==> src/rtl/keypad_scan_decoder.sv <==
// 4x4 matrix keypad scanner: walks an active-low row strobe, samples the synchronized
// columns once per row dwell, and debounces whole-matrix scan results into a key code.
module keypad_scan_decoder #(
    parameter int SCAN_DIV       = 1000,
    parameter int DEBOUNCE_SCANS = 4
) (
    input  logic       clk,
    input  logic       reset,
    input  logic [3:0] col,
    output logic [3:0] row,
    output logic [3:0] key_code,
    output logic       key_valid,
    output logic       key_held
);
    localparam int DIV_W = (SCAN_DIV > 1) ? $clog2(SCAN_DIV) : 1;
    localparam int DEB_W = $clog2(DEBOUNCE_SCANS + 1);
    localparam logic [DIV_W-1:0] DIV_LAST = DIV_W'(SCAN_DIV - 1);
    localparam logic [DEB_W-1:0] DEB_LAST = DEB_W'(DEBOUNCE_SCANS - 1);

    typedef enum logic [1:0] {IDLE, DEBOUNCE, PRESSED, RELEASE} state_t;

    logic [3:0]       col_s1_q, col_s1_d, col_s2_q, col_s2_d;
    logic [DIV_W-1:0] div_cnt_q, div_cnt_d;
    logic [1:0]       row_idx_q, row_idx_d;
    logic             acc_hit_q, acc_hit_d;
    logic [3:0]       acc_code_q, acc_code_d;
    state_t           state_q, state_d;
    logic [3:0]       cand_q, cand_d;
    logic [DEB_W-1:0] deb_cnt_q, deb_cnt_d;
    logic [3:0]       key_code_q, key_code_d;
    logic             key_valid_q, key_valid_d;
    logic             key_held_q, key_held_d;

    logic       tick, scan_end, row_hit, scan_hit, accept, release_done;
    logic [1:0] col_idx;
    logic [3:0] row_code, scan_code;

    // 2-to-4 decoder for the active-low row strobe
    genvar gi;
    generate
        for (gi = 0; gi < 4; gi++) begin : g_row
            assign row[gi] = (row_idx_q != 2'(gi));
        end
    endgenerate

    assign key_code  = key_code_q;
    assign key_valid = key_valid_q;
    assign key_held  = key_held_q;

    always_comb begin
        col_s1_d  = col;
        col_s2_d  = col_s1_q;
        tick      = (div_cnt_q == DIV_LAST);
        div_cnt_d = tick ? '0 : div_cnt_q + 1'b1;
        row_idx_d = tick ? row_idx_q + 2'd1 : row_idx_q;
        scan_end  = tick && (row_idx_q == 2'd3);

        row_hit = ~&col_s2_q;
        col_idx = 2'd0;
        for (int i = 3; i >= 0; i--) begin
            if (!col_s2_q[i]) col_idx = 2'(i);
        end
        row_code = {row_idx_q, col_idx};

        // Rows are visited in ascending order, so the first hit of a scan is the lowest code.
        scan_hit  = acc_hit_q || row_hit;
        scan_code = acc_hit_q ? acc_code_q : row_code;

        acc_hit_d  = acc_hit_q;
        acc_code_d = acc_code_q;
        if (scan_end) begin
            acc_hit_d  = 1'b0;
            acc_code_d = 4'h0;
        end else if (tick && row_hit && !acc_hit_q) begin
            acc_hit_d  = 1'b1;
            acc_code_d = row_code;
        end
    end

    always_ff @(posedge clk or posedge reset) begin
        if (reset) begin
            col_s1_q   <= 4'hF;
            col_s2_q   <= 4'hF;
            div_cnt_q  <= '0;
            row_idx_q  <= 2'd0;
            acc_hit_q  <= 1'b0;
            acc_code_q <= 4'h0;
        end else begin
            col_s1_q   <= col_s1_d;
            col_s2_q   <= col_s2_d;
            div_cnt_q  <= div_cnt_d;
            row_idx_q  <= row_idx_d;
            acc_hit_q  <= acc_hit_d;
            acc_code_q <= acc_code_d;
        end
    end

    always_ff @(posedge clk or posedge reset) begin
        if (reset) begin
            state_q <= IDLE;
        end else begin
            state_q <= state_d;
        end
    end

    always_comb begin
        state_d = state_q;
        if (scan_end) begin
            case (state_q)
                IDLE: begin
                    if (scan_hit) state_d = (DEBOUNCE_SCANS == 1) ? PRESSED : DEBOUNCE;
                end
                DEBOUNCE: begin
                    if (!scan_hit) state_d = IDLE;
                    else if (scan_code == cand_q && deb_cnt_q == DEB_LAST) state_d = PRESSED;
                end
                PRESSED: begin
                    if (!scan_hit || scan_code != key_code_q)
                        state_d = (DEBOUNCE_SCANS == 1) ? IDLE : RELEASE;
                end
                RELEASE: begin
                    if (scan_hit && scan_code == key_code_q) state_d = PRESSED;
                    else if (deb_cnt_q == DEB_LAST) state_d = IDLE;
                end
                default: state_d = IDLE;
            endcase
        end
    end

    always_comb begin
        cand_d       = cand_q;
        deb_cnt_d    = deb_cnt_q;
        key_code_d   = key_code_q;
        key_valid_d  = 1'b0;
        key_held_d   = key_held_q;
        accept       = (state_q == IDLE || state_q == DEBOUNCE) && state_d == PRESSED;
        release_done = (state_q == PRESSED || state_q == RELEASE) && state_d == IDLE;

        if (scan_end) begin
            case (state_q)
                IDLE: begin
                    if (scan_hit) begin
                        cand_d    = scan_code;
                        deb_cnt_d = DEB_W'(1);
                    end
                end
                DEBOUNCE: begin
                    if (!scan_hit) begin
                        deb_cnt_d = '0;
                    end else if (scan_code == cand_q) begin
                        deb_cnt_d = deb_cnt_q + 1'b1;
                    end else begin
                        cand_d    = scan_code;
                        deb_cnt_d = DEB_W'(1);
                    end
                end
                PRESSED: begin
                    if (!scan_hit || scan_code != key_code_q) deb_cnt_d = DEB_W'(1);
                end
                RELEASE: begin
                    if (!(scan_hit && scan_code == key_code_q))
                        deb_cnt_d = (deb_cnt_q == DEB_LAST) ? '0 : deb_cnt_q + 1'b1;
                end
                default: deb_cnt_d = '0;
            endcase
        end

        // key_code only moves on accept; it is held through release and idle.
        if (accept) begin
            key_code_d  = scan_code;
            key_valid_d = 1'b1;
            key_held_d  = 1'b1;
        end
        if (release_done) key_held_d = 1'b0;
    end

    always_ff @(posedge clk or posedge reset) begin
        if (reset) begin
            cand_q      <= 4'h0;
            deb_cnt_q   <= '0;
            key_code_q  <= 4'h0;
            key_valid_q <= 1'b0;
            key_held_q  <= 1'b0;
        end else begin
            cand_q      <= cand_d;
            deb_cnt_q   <= deb_cnt_d;
            key_code_q  <= key_code_d;
            key_valid_q <= key_valid_d;
            key_held_q  <= key_held_d;
        end
    end

endmodule
==> config.mk <==
export PLATFORM = sky130hd
export DESIGN_NAME = keypad_scan_decoder
export DESIGN_NICKNAME = d
export VERILOG_FILES = /design/src/rtl/keypad_scan_decoder.sv
export SDC_FILE = /design/constraint.sdc
export NUM_CORES = 1
export LEC_CHECK = 0
export CORE_UTILIZATION = 57
export DETAILED_ROUTE_END_ITERATION = 10
export GPL_ROUTABILITY_DRIVEN = 0
export PLACE_DENSITY = 0.84
export SYNTH_ARGS = -nofsm -noshare
export SYNTH_HDL_FRONTEND = slang
export SYNTH_SLANG_ARGS = --single-unit
==> constraint.sdc <==
create_clock -name clk -period 2.4 [get_ports clk]
set_clock_uncertainty 0.05 [all_clocks]
set_input_delay 0.36 -clock clk [delete_from_list [all_inputs] [get_ports clk]]
set_output_delay 0.36 -clock clk [all_outputs]
set_load 0.05 [all_outputs]
### Word level (Yosys, flattened, before mapping)

Cells that the tools add are included.

* input port bits: 6
* register bits: 40
* output and inout port bits: 10

* equality and inequality tests: 18
* mux-type cells: 32
* $add $sub $neg: 3
* reductions and logical operators: 23

Operators with widths (count)
* $mux W4: 6
* $mux W2: 11
* $mux W3: 6
* $ne A2 B2 Y1 const B: 7
* $pmux W3 S4: 1
* $add A10 B1 Y10 const B: 1
* $eq A10 B10 Y1 const B: 1
* $mux W10: 1
* $eq A2 B2 Y1 const B: 4
* $eq A4 B4 Y1: 2
* $pmux W2 S4: 1
* $pmux W4 S2: 1
* $reduce_and A4 Y1: 2
* $reduce_bool A2 Y1: 4
* $logic_and A1 B1 Y1: 7
* $mux W1: 5
* $reduce_and A5 Y1: 1
* $logic_not A2 Y1: 2
* $logic_or A1 B1 Y1: 4
* $ne A4 B4 Y1: 1
* $add A3 B1 Y3 const B: 1
* $eq A3 B2 Y1 const B: 1
* $logic_not A1 Y1: 3
* $add A2 B1 Y2 const B: 1
* other kinds (2): 2

### Logic depth before layout (Yosys ltp)

* depth after elaboration: 15
* depth in mapped cells: 8
* mapped depth without buffers: 7

### Worst setup path before layout

No wires, ideal clock.

* path kind: reg-to-reg
* from: reg row_idx_q[0]
* to: reg key_code_q[0], in the netlist key_code[0]
* buffers on the path: 0
* arrival: 2083 ps
* stages on the path, launching flop included: 7
* required time: 2225 ps
* period minus slack after synthesis: 2258 ps
* slack: 142 ps
* cells stage by stage: dfrtp_1 > ha_1 > inv_1 > nor4_1 > nand2_1 > nor3_4 > mux2_4

* longest elaborated chain between the ends: 9
* elaborated cells between the ends (all ways): 17
* those cells by class: 5 x eq/ne; 7 x mux; 5 x reduce/logical

Ends and longest elaborated chain
* from (decl): RTL line 24 `logic [1:0] row_idx_q, row_idx_d;`
* from (signal assigned): RTL line 92 `row_idx_q <= row_idx_d;`
* $mux W4: RTL line 67 `scan_code = acc_hit_q ? acc_code_q : row_code;`
* $eq A4 B4 Y1: RTL line 115 `else if (scan_code == cand_q && deb_cnt_q == DEB_LAST) state_d = PRESSED;`
* $logic_and A1 B1 Y1: RTL line 115
* $mux W2: RTL line 115
* $mux W2: RTL line 114 `if (!scan_hit) state_d = IDLE;`
* $pmux W2 S4: RTL line 109 `case (state_q)`
* $mux W2 *: RTL line 108 `if (scan_end) begin`
* $eq A2 B2 Y1 *: RTL line 136 `accept = (state_q == IDLE || state_q == DEBOUNCE) && state_d == PRESSED;`
* $logic_and A1 B1 Y1 *: RTL line 136
* net accept: RTL line 34 `logic tick, scan_end, row_hit, scan_hit, accept, release_done;`
* to (signal assigned): RTL line 187 `key_code_q <= key_code_d;`
* to (decl): RTL line 30 `logic [3:0] key_code_q, key_code_d;`

The timed path passes the listed nets; every way through them passes the cells marked *.
A chain may end at the register's enable or synchronous reset.

### Worst setup path after layout

* from: reg row_idx_q[1]
* to: reg cand_q[1]

* longest elaborated chain between the ends: 4
* elaborated cells between the ends (all ways): 6
* those cells by class: 3 x eq/ne; 1 x mux; 2 x reduce/logical

Ends and longest elaborated chain
* $mux W4: RTL line 67
* $eq A4 B4 Y1: RTL line 150 `end else if (scan_code == cand_q) begin`
* $ne A2 B2 Y1 (no line)
* $reduce_and A5 Y1 (no line) *
* to (signal assigned): RTL line 185 `cand_q <= cand_d;`
* to (decl): RTL line 28 `logic [3:0] cand_q, cand_d;`

Mark *: on every way between the ends. The rest lies on a longest branch, timed or not.

==> reports/results.ini <==
[routing]
post_drt_via_cell_ratio=5.78
maxUsedRoutingLayer=met4
post_detailed_route_drc_marker_count=0
dr.first_iter.drc_count=65
first_pass_iteration_count_of_the_detailed_router=4
met2RoutedLength_mm=1.93
routed_wire_length_per_instance_um=15.3
amount_of_wire_on_met3_after_detailed_routing_um=126
antenna_violating_nets_post_route=0
met1_wirelength_mm=1.69
wl_mm=3.84
detailroute.via_count=1452

[synthesis]
yosys.area_share.simple_pct=14.4
post_synth_xor_area_fraction_pct=5.84
synth.distinct_cells=49
avgSynthCellArea_sq_um=11.6
syn-cell-area_sq_mm=0.00208
synth-edff-count=0
synth.yosys.seq_area_share_pct=48.6
synth_fa_ha_area_share_pct=4.82
dominantRegCellSynth=sky130_fd_sc_hd__dfrtp_1
synth.yosys.warnings=0
synthesis.instances=179
syn_nets=193
yosys-mux-area-fraction_pct=8.43
synth-seq-cells=40
main_combinational_cell_family_by_area_after_synthesis=simple AND/OR/NAND/NOR gates
synth-async-reset-ratio_pct=100
synth_area_in_compound_gates_pct=13.8

[power]
fraction_of_power_spent_switching_nets_pct=21.6
vdd.ir_drop.worst_v=0.000312
p_int_uw=927
power.combinational.fraction_pct=4.8
power.density_mw_per_mm2=494
p_switching_uw=256
p_seq_share_pct=58.4
total_leakage_power_nw=1.03
share_clk_of_total_power_pct=36.8
p_total_mw=1.18

[worst_setup_path]
critical_path_required_ps=2580
worst_path_max_delay_cell=sky130_fd_sc_hd__dfrtp_1
setup.worst_path.end_class=register
worstPathCellList=ha_1 -> inv_1 -> nor4_1 -> buf_4 -> nand2_1 -> o21ba_2 -> mux2_1
worst_setup_path_start_kind=register
worstSetupPathType=reg -> reg
critPathTopFamily=flip-flops
cp.arrival_ps=2430
crit_path_max_incr_delay_ps=480
timing.critical_path.buf_inv=2
crit_path_max_fanout=5

[sta]
fmax_mhz=444
worstMarginPinSlew_ps=591
fin_tns_setup_ps=0
min_period_over_period_pct=93.9
finalHoldViolCount=0
setup_repair_after_global_routing_missed_its_margin=false
maxSlewViolCount=0
finalSetupViolCount=0
final.min_clock_period_ps=2250
slew_headroom_pct=60.0

[clocking]
cts_root_buf=sky130_fd_sc_hd__clkbuf_4
worstSkewPairLatency_ps=340
clkTransAtPathRegs_ps=120
tritoncts_num_sinks=40
ctsLongestPathBuffers=2
cts_hold_buf=0
cts_buf_count=5
cts_htree_levels=2
tritoncts_clock_tree=done
post_cts_buffers=0

[floorplanning]
die_height_um=62.4
core.rowCount=21
top_level_ports=16
die-width_um=62.4
initial_utilization_pct=60.8
core_region_area_sq_mm=0.00342
die_ar_sq_mm=0.00389

[layout]
final_core_utilization_pct=70.0
area_growth_syn_to_layout_pct=15.1
final_layout_size_suffix_gt1_share_pct=20.5
num-nets-final=218
num_antenna_cells=0
nFillCells=251

[hold_path]
hold_path.class=reg -> reg

[grt]
grt_pass1_vias=1524
grt.total_usage_pct=23.0
grt_overflow=0
grt_start_max_net_pins=41
grt_first_pass_wirelength_mm=6.82
grt_antenna_before_repair=0

[place]
dp.final_hpwl_mm=2.84
port-buffer-count=15

[job]
cap_viol_max_count=0

[run_status]
outcome=finished clean

-- path summary, 6_finish.rpt --
kind,endpoint,from,cells past startpoint,slack [ps]
worst max-delay path,cand_q[1],row_idx_q[1],7,150
worst min-delay path,col_s2_q[1],col_s1_q[1],0,310
worst max register to register,cand_q[1],row_idx_q[1],7,150
worst min register to register,col_s2_q[1],col_s1_q[1],0,310
max in group asynchronous,col_s1_q[0],reset,3,1560
min in group asynchronous,div_cnt_q[3],reset,3,380
-- worst register-to-register path, delay by kind of cell, from the launching register on --
kind	cells	cell delay (ps)
DFF	1	480
and+or+nand+nor	2	440
muxes	1	330
AOI/OAI and AO/OA	1	320
buffers and inverters	2	280
adders and majority gates	1	260
-- kinds of logic (layout without fill, tap and decap cells) --
| kind of cell | Yosys count | in the layout |
|---|---|---|
| buffers and inverters | 18 | 44 |
| adder cells (fa/ha/maj) | 8 | 8 |
| flip-flops | 40 | 40 |
| multiplexers | 12 | 12 |
| XOR/XNOR | 13 | 13 |
| AND/OR/NAND/NOR | 53 | 53 |
| AO/OA/AOI/OAI | 35 | 35 |
-- power groups by stage --
stage                     Combinational (mW)  Clock [mW]  Sequential, mW
final                                 0.0570       0.436           0.690
after global routing                  0.0631       0.487           0.692
after CTS                             0.0577       0.450           0.690
after detailed placement              0.0570           0           0.703
after global placement                0.0546           0           0.702
after floorplan                       0.0349           0           0.703
-- sequential cells by signal (all words and copies together), names as in the netlist --
name,count
key_code,4
acc_code_q,4
key_held,1
row_idx_q,2
cand_q,4
div_cnt_q,10
col_s2_q,4
deb_cnt_q,3
acc_hit_q,1
col_s1_q,4
key_valid,1
state_q,2
-- placed cells by master, fill, tap and decap left out, types with 2 or more instances in the layout --
| master | Yosys | final |
|---|---|---|
| sky130_fd_sc_hd__a21o_1 | 2 | 2 |
| sky130_fd_sc_hd__a21oi_1 | 3 | 3 |
| sky130_fd_sc_hd__a22o_1 | 3 | 3 |
| sky130_fd_sc_hd__a31oi_1 | 2 | 2 |
| sky130_fd_sc_hd__a31oi_4 | 2 | 2 |
| sky130_fd_sc_hd__a41oi_1 | 2 | 2 |
| sky130_fd_sc_hd__and2_1 | 2 | 2 |
| sky130_fd_sc_hd__buf_4 | 0 | 8 |
| sky130_fd_sc_hd__clkbuf_4 | 0 | 5 |
| sky130_fd_sc_hd__clkdlybuf4s50_1 | 0 | 11 |
| sky130_fd_sc_hd__dfrtp_1 | 32 | 31 |
| sky130_fd_sc_hd__dfstp_2 | 8 | 8 |
| sky130_fd_sc_hd__dlygate4sd2_1 | 0 | 4 |
| sky130_fd_sc_hd__ha_1 | 8 | 8 |
| sky130_fd_sc_hd__inv_1 | 13 | 13 |
| sky130_fd_sc_hd__mux2_1 | 4 | 4 |
| sky130_fd_sc_hd__mux2_4 | 4 | 4 |
| sky130_fd_sc_hd__mux2i_4 | 2 | 2 |
| sky130_fd_sc_hd__nand2_1 | 16 | 16 |
| sky130_fd_sc_hd__nand2b_1 | 2 | 2 |
| sky130_fd_sc_hd__nand3_1 | 6 | 6 |
| sky130_fd_sc_hd__nand3b_1 | 2 | 2 |
| sky130_fd_sc_hd__nand4_1 | 3 | 3 |
| sky130_fd_sc_hd__nor2_1 | 12 | 12 |
| sky130_fd_sc_hd__nor2b_1 | 2 | 2 |
| sky130_fd_sc_hd__o21ai_0 | 8 | 8 |
| sky130_fd_sc_hd__o31ai_1 | 3 | 2 |
| sky130_fd_sc_hd__xnor2_1 | 6 | 6 |
| sky130_fd_sc_hd__xor2_1 | 6 | 6 |
-- cell type report --
type | count | area (sq um) | share of cell area [%]
Inverter | 13 | 48.8 | 2.04
Multi-Input combinational cell | 121 | 988 | 41.3
Clock inverter | 3 | 42.5 | 1.78
Clock buffer | 5 | 37.5 | 1.57
Sequential cell | 40 | 1010 | 42.3
Tap cell | 46 | 57.6 | 2.41
Timing Repair Buffer | 23 | 205 | 8.58
-- through the flow --
| step | cell area, sq um | hold WS [ps] | setup WS [ps] | std cells |
|---|---|---|---|---|
| floorplan | 2080 | 295 | 142 | 179 |
| global placement | 2310 | 296 | 157 | 243 |
| detailed placement | 2310 | 297 | 69.7 | 243 |
| CTS | 2390 | 315 | 12.9 | 251 |
| global route | 2390 | 318 | 44.2 | 251 |
| finish | 2390 | 313 | 147 | 251 |
-- synth_stat cells, types with 2 or more instances --
library cell	instances	share of area, %
sky130_fd_sc_hd__dfrtp_1	32	39
sky130_fd_sc_hd__nand2_1	16	2.9
sky130_fd_sc_hd__inv_1	13	2.3
sky130_fd_sc_hd__nor2_1	12	2.2
sky130_fd_sc_hd__dfstp_2	8	10
sky130_fd_sc_hd__ha_1	8	4.8
sky130_fd_sc_hd__o21ai_0	8	1.9
sky130_fd_sc_hd__nand3_1	6	1.4
sky130_fd_sc_hd__xnor2_1	6	2.5
sky130_fd_sc_hd__xor2_1	6	2.5
sky130_fd_sc_hd__mux2_1	4	2.2
sky130_fd_sc_hd__mux2_4	4	2.9
sky130_fd_sc_hd__a21oi_1	3	0.72
sky130_fd_sc_hd__a22o_1	3	1.3
sky130_fd_sc_hd__nand4_1	3	0.90
sky130_fd_sc_hd__o31ai_1	3	1.1
sky130_fd_sc_hd__a21o_1	2	0.72
sky130_fd_sc_hd__a31oi_1	2	0.60
sky130_fd_sc_hd__a31oi_4	2	2.0
sky130_fd_sc_hd__a41oi_1	2	0.84
sky130_fd_sc_hd__and2_1	2	0.60
sky130_fd_sc_hd__buf_6	2	1.1
sky130_fd_sc_hd__clkbuf_1	2	0.36
sky130_fd_sc_hd__mux2i_4	2	2.2
sky130_fd_sc_hd__nand2b_1	2	0.60
sky130_fd_sc_hd__nand3b_1	2	0.72
sky130_fd_sc_hd__nor2b_1	2	0.60
-- repair_timing --
action                     4_1_cts  5_1_grt
setup endpoints to repair        4        7
gates resized for setup          4        2
gates cloned                     0        0
hold endpoints to repair         0        0
-- layer usage --
metal  GRT usage (%)  vias up
li1                -      687
met1            28.5      716
met2            36.8       39
met3            7.30       10
met4            10.8        0
met5               0        -
Power figures use the tool's default switching activity.
